<file path="src/rtl/shared_data_pkg.sv">
// Shared definitions for the SFP event/shared-data link (TX and RX sides).
package shared_data_pkg;

  localparam logic [7:0] K28_5       = 8'hBC;
  localparam logic [7:0] K28_2_START = 8'h5C;
  localparam logic [7:0] K28_1_STOP  = 8'h3C;
  localparam logic [7:0] BEACON      = 8'h7E;

  localparam int unsigned SEG_BYTES = 16;

  typedef enum logic [2:0] {
    StIdle,
    StStart,
    StAddr,
    StData,
    StStop,
    StCsumHi,
    StCsumLo
  } frame_state_e;

  // 0xFFFF minus the 16-bit wrapping sum of the address and all data bytes.
  function automatic logic [15:0] seg_checksum(input logic [7:0]             addr,
                                               input logic [8*SEG_BYTES-1:0] data);
    logic [15:0] sum;
    sum = {8'h00, addr};
    for (int i = 0; i < SEG_BYTES; i++) begin
      sum = sum + {8'h00, data[8*i +: 8]};
    end
    return 16'hFFFF - sum;
  endfunction

endpackage

</file>
<file path="src/rtl/shared_data_tx_framer.sv">
// Segment framer: latches one segment and walks START, ADDR, DATA, STOP and the
// big-endian checksum, one byte per step strobe (one step per data slot).
module shared_data_tx_framer
  import shared_data_pkg::*;
(
  input  logic                     clk,
  input  logic                     rst,
  input  logic                     en,
  input  logic                     step,
  input  logic                     seg_valid,
  input  logic [7:0]               seg_addr,
  input  logic [8*SEG_BYTES-1:0]   seg_data,
  output logic                     seg_ready,
  output logic [7:0]               tx_byte,
  output logic                     tx_k
);

  localparam int unsigned IdxW = (SEG_BYTES > 1) ? $clog2(SEG_BYTES) : 1;

  frame_state_e    r_state;
  frame_state_e    w_state_nxt;
  logic [IdxW-1:0] r_idx;
  logic [IdxW-1:0] w_idx_nxt;
  logic [7:0]      r_addr;
  logic [7:0]      r_bytes [SEG_BYTES];
  logic [15:0]     r_csum;
  logic            w_accept;

  assign seg_ready = en && (r_state == StIdle);
  assign w_accept  = seg_valid && seg_ready;

  // State and byte index; losing en drops any partial frame.
  always_ff @(posedge clk or posedge rst) begin
    if (rst) begin
      r_state <= StIdle;
      r_idx   <= '0;
    end else if (!en) begin
      r_state <= StIdle;
      r_idx   <= '0;
    end else begin
      r_state <= w_state_nxt;
      r_idx   <= w_idx_nxt;
    end
  end

  // Segment latch; checksum is computed once at accept time.
  always_ff @(posedge clk or posedge rst) begin
    if (rst) begin
      r_addr <= '0;
      r_csum <= '0;
      for (int i = 0; i < SEG_BYTES; i++) r_bytes[i] <= '0;
    end else if (!en) begin
      r_addr <= '0;
      r_csum <= '0;
      for (int i = 0; i < SEG_BYTES; i++) r_bytes[i] <= '0;
    end else if (w_accept) begin
      r_addr <= seg_addr;
      r_csum <= seg_checksum(seg_addr, seg_data);
      for (int i = 0; i < SEG_BYTES; i++) r_bytes[i] <= seg_data[8*i +: 8];
    end
  end

  // Next state: accept is independent of step, everything else moves on step.
  always_comb begin
    w_state_nxt = r_state;
    w_idx_nxt   = r_idx;
    case (r_state)
      StIdle:   if (w_accept) w_state_nxt = StStart;
      StStart:  if (step) w_state_nxt = StAddr;
      StAddr:   if (step) begin
        w_state_nxt = StData;
        w_idx_nxt   = '0;
      end
      StData:   if (step) begin
        if (r_idx == IdxW'(SEG_BYTES - 1)) begin
          w_state_nxt = StStop;
          w_idx_nxt   = '0;
        end else begin
          w_idx_nxt = r_idx + IdxW'(1);
        end
      end
      StStop:   if (step) w_state_nxt = StCsumHi;
      StCsumHi: if (step) w_state_nxt = StCsumLo;
      StCsumLo: if (step) w_state_nxt = StIdle;
      default:  w_state_nxt = StIdle;
    endcase
  end

  // Byte presented for the current data slot.
  always_comb begin
    tx_byte = 8'h00;
    tx_k    = 1'b0;
    case (r_state)
      StStart: begin
        tx_byte = K28_2_START;
        tx_k    = 1'b1;
      end
      StAddr:   tx_byte = r_addr;
      StData:   tx_byte = r_bytes[r_idx];
      StStop: begin
        tx_byte = K28_1_STOP;
        tx_k    = 1'b1;
      end
      StCsumHi: tx_byte = r_csum[15:8];
      StCsumLo: tx_byte = r_csum[7:0];
      default: begin
        tx_byte = 8'h00;
        tx_k    = 1'b0;
      end
    endcase
  end

endmodule

</file>
<file path="src/rtl/shared_data_tx.sv">
// Transmit-side framer for the SFP event/shared-data link. MSB byte carries
// commas and events, LSB byte alternates dbus (even words) and segment frames
// (odd words). Optional beacon events are enabled by SHARED_DATA_TX_BEACON_EN.
module shared_data_tx #(
  parameter int unsigned COMMA_PERIOD  = 4,
  parameter int unsigned SEG_BYTES     = 16,
  parameter int unsigned BEACON_PERIOD = 7
) (
  input  logic                   clk,
  input  logic                   rst,
  input  logic                   tx_ready,
  input  logic [7:0]             dbus,
  input  logic                   ev_valid,
  input  logic [7:0]             ev_code,
  output logic                   ev_ready,
  input  logic                   seg_valid,
  input  logic [7:0]             seg_addr,
  input  logic [8*SEG_BYTES-1:0] seg_data,
  output logic                   seg_ready,
  output logic [15:0]            tx_data,
  output logic [1:0]             tx_is_k
);

  import shared_data_pkg::K28_5;
`ifdef SHARED_DATA_TX_BEACON_EN
  import shared_data_pkg::BEACON;
`endif

  localparam int unsigned WW = (COMMA_PERIOD > 2) ? $clog2(COMMA_PERIOD) : 1;

  logic          w_live;
  logic [WW-1:0] r_w;
  logic          w_is_comma;
  logic          w_data_slot;
  logic          r_ev_pend;
  logic [7:0]    r_ev_code;
  logic          w_ev_emit;
  logic [7:0]    w_msb;
  logic          w_msb_k;
  logic [7:0]    w_lsb;
  logic          w_lsb_k;
  logic [7:0]    w_frm_byte;
  logic          w_frm_k;
  logic [15:0]   r_tx_data;
  logic [1:0]    r_tx_is_k;

  // Keeps handshakes low while reset is held, even if tx_ready is already up.
  assign w_live      = tx_ready && !rst;
  assign w_is_comma  = (r_w == '0);
  assign w_data_slot = r_w[0];
  assign ev_ready    = w_live && !r_ev_pend;
  assign w_ev_emit   = w_live && r_ev_pend && !w_is_comma;

  shared_data_tx_framer u_framer (
    .clk       (clk),
    .rst       (rst),
    .en        (w_live),
    .step      (w_live && w_data_slot),
    .seg_valid (seg_valid),
    .seg_addr  (seg_addr),
    .seg_data  (seg_data),
    .seg_ready (seg_ready),
    .tx_byte   (w_frm_byte),
    .tx_k      (w_frm_k)
  );

  // Word counter; held at zero while the transceiver is not ready.
  always_ff @(posedge clk or posedge rst) begin
    if (rst) begin
      r_w <= '0;
    end else if (!tx_ready) begin
      r_w <= '0;
    end else begin
      r_w <= r_w + WW'(1);
    end
  end

  // One-deep event register; cannot accept while an event is pending.
  always_ff @(posedge clk or posedge rst) begin
    if (rst) begin
      r_ev_pend <= 1'b0;
      r_ev_code <= 8'h00;
    end else if (!tx_ready) begin
      r_ev_pend <= 1'b0;
      r_ev_code <= 8'h00;
    end else if (ev_valid && ev_ready) begin
      r_ev_pend <= 1'b1;
      r_ev_code <= ev_code;
    end else if (w_ev_emit) begin
      r_ev_pend <= 1'b0;
    end
  end

`ifdef SHARED_DATA_TX_BEACON_EN
  localparam int unsigned BW = (BEACON_PERIOD > 2) ? $clog2(BEACON_PERIOD) : 1;

  logic [BW-1:0] r_bcn;

  // Beacon phase counter, words modulo BEACON_PERIOD.
  always_ff @(posedge clk or posedge rst) begin
    if (rst) begin
      r_bcn <= '0;
    end else if (!tx_ready) begin
      r_bcn <= '0;
    end else if (r_bcn == BW'(BEACON_PERIOD - 1)) begin
      r_bcn <= '0;
    end else begin
      r_bcn <= r_bcn + BW'(1);
    end
  end
`endif

  // MSB priority: comma, then pending event, then beacon (if built), else idle.
  always_comb begin
    w_msb   = 8'h00;
    w_msb_k = 1'b0;
    if (w_is_comma) begin
      w_msb   = K28_5;
      w_msb_k = 1'b1;
    end else if (r_ev_pend) begin
      w_msb = r_ev_code;
`ifdef SHARED_DATA_TX_BEACON_EN
    end else if (r_bcn == '0) begin
      w_msb = BEACON;
`endif
    end
  end

  // LSB: dbus on even words, framer byte on odd words.
  always_comb begin
    w_lsb   = dbus;
    w_lsb_k = 1'b0;
    if (w_data_slot) begin
      w_lsb   = w_frm_byte;
      w_lsb_k = w_frm_k;
    end
  end

  // Registered outputs; forced to zero the cycle after tx_ready drops.
  always_ff @(posedge clk or posedge rst) begin
    if (rst) begin
      r_tx_data <= '0;
      r_tx_is_k <= '0;
    end else if (!tx_ready) begin
      r_tx_data <= '0;
      r_tx_is_k <= '0;
    end else begin
      r_tx_data <= {w_msb, w_lsb};
      r_tx_is_k <= {w_msb_k, w_lsb_k};
    end
  end

  assign tx_data = r_tx_data;
  assign tx_is_k = r_tx_is_k;

endmodule

</file>
<file path="config.mk">
export PLATFORM = sky130hd
export DESIGN_NAME = shared_data_tx
export DESIGN_NICKNAME = d
export VERILOG_FILES = /design/src/rtl/shared_data_pkg.sv /design/src/rtl/shared_data_tx_framer.sv /design/src/rtl/shared_data_tx.sv
export SDC_FILE = /design/constraint.sdc
export NUM_CORES = 1
export LEC_CHECK = 0
export ABC_AREA = 1
export ABC_CLOCK_PERIOD_IN_PS = 9600
export CAP_MARGIN = 20
export CELL_PAD_IN_SITES_DETAIL_PLACEMENT = 0
export CELL_PAD_IN_SITES_GLOBAL_PLACEMENT = 1
export CORE_MARGIN = 2
export CORE_UTILIZATION = 42
export DETAILED_ROUTE_END_ITERATION = 10
export PLACE_DENSITY_LB_ADDON = 0.1
export SLEW_MARGIN = 20
export SYNTH_ARGS = -nofsm -noshare
export SYNTH_HDL_FRONTEND = slang
export SYNTH_SLANG_ARGS = --single-unit
</file>
<file path="constraint.sdc">
create_clock -name clk -period 9.6 [get_ports clk]
set_clock_uncertainty 0.2 [all_clocks]
set_input_delay 2.4 -clock clk [delete_from_list [all_inputs] [get_ports clk]]
set_output_delay 2.4 -clock clk [all_outputs]
set_load 0.02 [all_outputs]
</file>
==> results.env <==
COMPOUND_CELL_AREA_SHARE_OF_THE_YOSYS_NETLIST_PCT=9.66
RUN_STATUS='completed'
MULTI_INPUT_AREA_UM2=6190
ROUTED-WL-MET3_UM=1600
RELATIVE_SLEW_SLACK_PCT=32.2
SYN_AVG_CELL_AREA_UM2=8.34
MAX_CLOCK_FREQ_GHz=0.129
CTSHTREEMAXLEVEL=4
CTS_SETUP_BUFFERS=0
CRITICAL_PATH.CELL_CHAIN='clkdlybuf4s50_1 -> ha_1 -> a21oi_1 -> nand2_1 -> xor2_2 -> or2_2 -> nand2_1 -> inv_1 -> ha_1 -> inv_1 -> nand2_1 -> fa_1 -> fa_1 -> inv_1 -> fa_1 -> inv_1 -> fa_1 -> ha_1 -> nand2_1 -> o21ai_0 -> nand2_1 -> nand3_1 -> nand2_1 -> o22ai_1'
PATH_BUF_INV=5
FINAL-HOLD-VIOLATION-COUNT=0
POWER.IR.VDD_WORST_mV=0.371
SYNTH_XOR_XNOR_AREA_SHARE_PCT=0.837
N_ANTENNA_CELL=0
GRT_PASS1_VIAS=10700
DRT-MET1-WL_UM=16600
TRITONCTS_CLOCK_TREE='yes'
NUMPORTBUFFERS=176
SYNTHESIS.INSTANCES=1488
SW_FRAC_OF_TOTAL_PCT=50.9
CTS-BUFFERS-INSERTED=17
CRITICAL_PATH.MAX_FANOUT=7
VIA_PER_INST=4.95
CLKLATENCYLATEPIN_PS=450
TOP_LAYER_USED='met4'
SYNTH_SIMPLE_GATE_AREA_SHARE_PCT=18.1
PERIOD_SHARE_PCT=81.0
SYNTH-ADDER-AREA-SHARE_PCT=21.2
DRT-TOTAL-WL_UM=36700
POST_DP_CELL_AREA_UM2=14400
MIN-DELAY-PATH-CLASS='reg2reg'
ARRIVAL_PS=7910
FP.COREAREA_UM2=28900
SLEW_OF_THE_PIN_WITH_THE_LOWEST_SLEW_MARGIN_PS=1020
INITIAL_CELL_DENSITY_OF_THE_CORE_PCT=42.9
PWR_DENS_nW_PER_UM2=340
CTS_RESIZED=0
DIE_HEIGHT_UM=176
WORST_PATH_DOMINANT_CELL_FAMILY='adder cells'
GRT_ANTENNA_BEFORE_REPAIR=0
PWR-SHARE-SEQ_PCT=16.4
YOSYS_REGISTER_BITS=186
DESIGN.DIE.AREA_UM2=30900
GRT_START_MAX_NET_PINS=145
MOST_REPEATED_LIBRARY_CELL_ON_THE_CRITICAL_PATH='sky130_fd_sc_hd__nand2_1'
REGAREA_UM2=4660
WORST_EP_REQUIRED_TIME_PS=9730
MAX_CAP_CHECK_VIOLATION_COUNT=0
FIN_UTIL_PCT=52.0
PERIOD_MINUS_SLACK_PS=7780
SYNTHMUXAREASHARE_PCT=0
DP.FINAL_HPWL_UM=26700
LAYOUT.CELL_AREA.NON_FILLER_UM2=15000
ROUTED-WL-MET2_UM=17700
DRIVE_ABOVE_1_SHARE_PCT=3.22
GRT_PASS1_WL_UM=59300
RSZ0062_AT_GRT='no'
FIN_SETUP_TNS_PS=0
CELL_AT_THE_ROOT_OF_THE_CLOCK_TREE='sky130_fd_sc_hd__clkbuf_16'
CTS-HOLD-FIX-BUFFERS=0
ROUTEDWLPERCELL_UM=18.1
FINAL_NETS=1931
AREAGROWTHSYNTHTOFINISH_PCT=21.2
LEAKAGE_POWER_SUMMED_OVER_ALL_CELLS_nW=7.25
SYNTH_TOP_CELLS_BY_AREA='sky130_fd_sc_hd__dfrtp_1 (38%), sky130_fd_sc_hd__fa_1 (18%), sky130_fd_sc_hd__nand2_1 (10%)'
NUM-FILL-CELLS=2781
CRITICALPATHCATEGORY='in2reg'
SYNTH_TOP_FAMILY_BY_AREA='adder cells'
SYNTHDOMINANTCELLAREASHARE_PCT=37.5
ROWS=62
DRV_SLEW=0
CPPEAKSTAGEDELAY_PS=550
COMBPWRFRAC_PCT=68.9
CHIPWIDTH_UM=176
DETAIL_ROUTE.ITER0.VIOLATIONS=703
BOUNDARY_PINS=177
ROUTABILITYCONGESTION=0.855
CLOCK_TRANSITION_AT_THE_REGISTERS_OF_THE_REPORTED_PATHS_PS=70
ROUTE.VIAS.TOTAL=10000
SYNTH_AREA_LEADER_CELL='sky130_fd_sc_hd__dfrtp_1'
CRIT_PATH_END_KIND='flop'
CTS_MAX_PATH_BUFFERS=2
DRC_ERRORS=0
FINALSETUPVIOLCOUNT=0
CLOCK_POWER_SHARE_PCT=14.7
GRT.OVERFLOW.TOTAL=0
CP_SLOWEST_CELL='sky130_fd_sc_hd__fa_1'
WORST_SETUP_PATH_START_KIND='input pin'
INTERNAL_PWR_TOTAL_mW=2.51
GRT_USE_TOTAL_PCT=25.1
NETLIST_CELL_TYPES=39
MAPPEDNETLISTNETS=1788
SYNTH_WARNINGS=0
DRT-PASS1-ITER-COUNT=5
FINALHOLDWORSTSLACK_PS=304
SYNTH.CELL_AREA_UM2=12400
NUMCLOCKSINKS=186
ROUTE.ANTENNA.REMAINING_NETS=0
SWITCHING_POWER_mW=2.61
SYNTH-SEQ-AREA-SHARE_PCT=37.5
[metal layers]
metal	GRT usage, %	vias up
li1	-	4864
met1	33.9	4902
met2	41.9	233
met3	4.20	36
met4	6.89	0
met5	0	-
[synth_stat cells, drive strengths merged]
master / number
o21bai: 4
buf: 45
nand3b: 1
nand3: 143
nor3: 7
inv: 339
a22o: 2
o211ai: 2
ha: 31
nor2: 27
o2111ai: 1
clkbuf: 13
nor3b: 2
fa: 112
a211oi: 3
nand2: 348
xnor2: 1
o22ai: 57
o21ai: 122
nand4: 3
xor2: 10
clkinv: 2
a21o: 1
a31oi: 2
dfrtp: 186
o21a: 1
or2: 1
a21oi: 22
[per-stage QoR]
step / setup WS (ps) / power, mW / std cells
after floorplan: 1940 / 3.45 / 1488
after global placement: 1510 / 4.33 / 1996
after detailed placement: 1410 / 4.36 / 1996
after CTS: 1880 / 5.13 / 2028
after global routing: 1510 / 5.67 / 2028
final: 1820 / 5.11 / 2028
[worst paths after layout]
| check | cells after the start | start | slack (ps) | endpoint |
|---|---|---|---|---|
| hold reg to reg | 2 | u_framer.r_csum[10] | 300 | u_framer.r_csum[10] |
| hold / removal | 2 | u_framer.r_csum[10] | 300 | u_framer.r_csum[10] |
| max in group asynchronous | 3 | rst | 5330 | u_framer.r_bytes[3] |
| setup reg to reg | 10 | u_framer.r_idx[1] | 6160 | tx_data[4] |
| min in group asynchronous | 2 | rst | 2450 | tx_data[15] |
| setup / recovery | 24 | seg_addr[2] | 1820 | u_framer.r_csum[7] |
[cells in the final DEF (no fill, tap or decap), types with 2 or more instances in the layout]
master and n:
sky130_fd_sc_hd__a31oi_1 2, sky130_fd_sc_hd__a22o_1 2, sky130_fd_sc_hd__clkinv_4 2, sky130_fd_sc_hd__fa_1 112, sky130_fd_sc_hd__nor3b_1 2, sky130_fd_sc_hd__o211ai_1 2
sky130_fd_sc_hd__dfrtp_1 184, sky130_fd_sc_hd__inv_2 4, sky130_fd_sc_hd__inv_6 4, sky130_fd_sc_hd__inv_1 333, sky130_fd_sc_hd__inv_8 5, sky130_fd_sc_hd__clkdlybuf4s50_1 176
sky130_fd_sc_hd__a21oi_1 22, sky130_fd_sc_hd__nand4_1 3, sky130_fd_sc_hd__o21bai_1 4, sky130_fd_sc_hd__o21ai_1 22, sky130_fd_sc_hd__o22ai_1 57, sky130_fd_sc_hd__nor2_1 24
sky130_fd_sc_hd__ha_1 31, sky130_fd_sc_hd__xor2_1 9, sky130_fd_sc_hd__dfrtp_2 2, sky130_fd_sc_hd__nor3_1 6, sky130_fd_sc_hd__clkinv_1 2, sky130_fd_sc_hd__o21ai_0 100
sky130_fd_sc_hd__buf_4 6, sky130_fd_sc_hd__nand2_1 346, sky130_fd_sc_hd__nand3_1 143, sky130_fd_sc_hd__clkbuf_16 17, sky130_fd_sc_hd__clkinv_8 3, sky130_fd_sc_hd__a211oi_1 3
[power groups by stage]
stage,registers (mW),logic [mW],clock network (mW)
detailed placement,0.854,3.51,0
CTS,0.838,3.53,0.761
global route,0.842,4.04,0.793
floorplan,0.857,2.59,0
global placement,0.853,3.48,0
finish,0.838,3.53,0.751
[final cells by class]
class | count | share of cell area, %
timing repair buffer | 182 | 12.0
tap | 384 | 3.20
clock buffer | 18 | 2.85
inverter | 341 | 8.58
sequential | 186 | 31.0
multi-input combinational | 903 | 41.2
clock inverter | 14 | 1.18
[tightest hold or removal path, stage by stage (launching register included)]
cell and delay, ps:
sky130_fd_sc_hd__dfrtp_1 360, sky130_fd_sc_hd__nand2_1 60, sky130_fd_sc_hd__nand2_1 50
[cells by family after synthesis]
logic type	after synthesis
buffers and inverters	399
xor gates and xnor gates	11
and+or+nand+nor	532
DFF	186
adders and majority gates	143
AOI/OAI and AO/OA	217
[registers in the layout (all words and copies together), names as in the netlist]
signal and flops:
u_framer.r_bytes 128, tx_data 16, u_framer.r_csum 14, r_ev_code 8, u_framer.r_addr 8, u_framer.r_idx 4
u_framer.r_state 3, r_w 2, tx_is_k 2, r_ev_pend 1
Note: power is estimated with default switching activity, not from simulation.
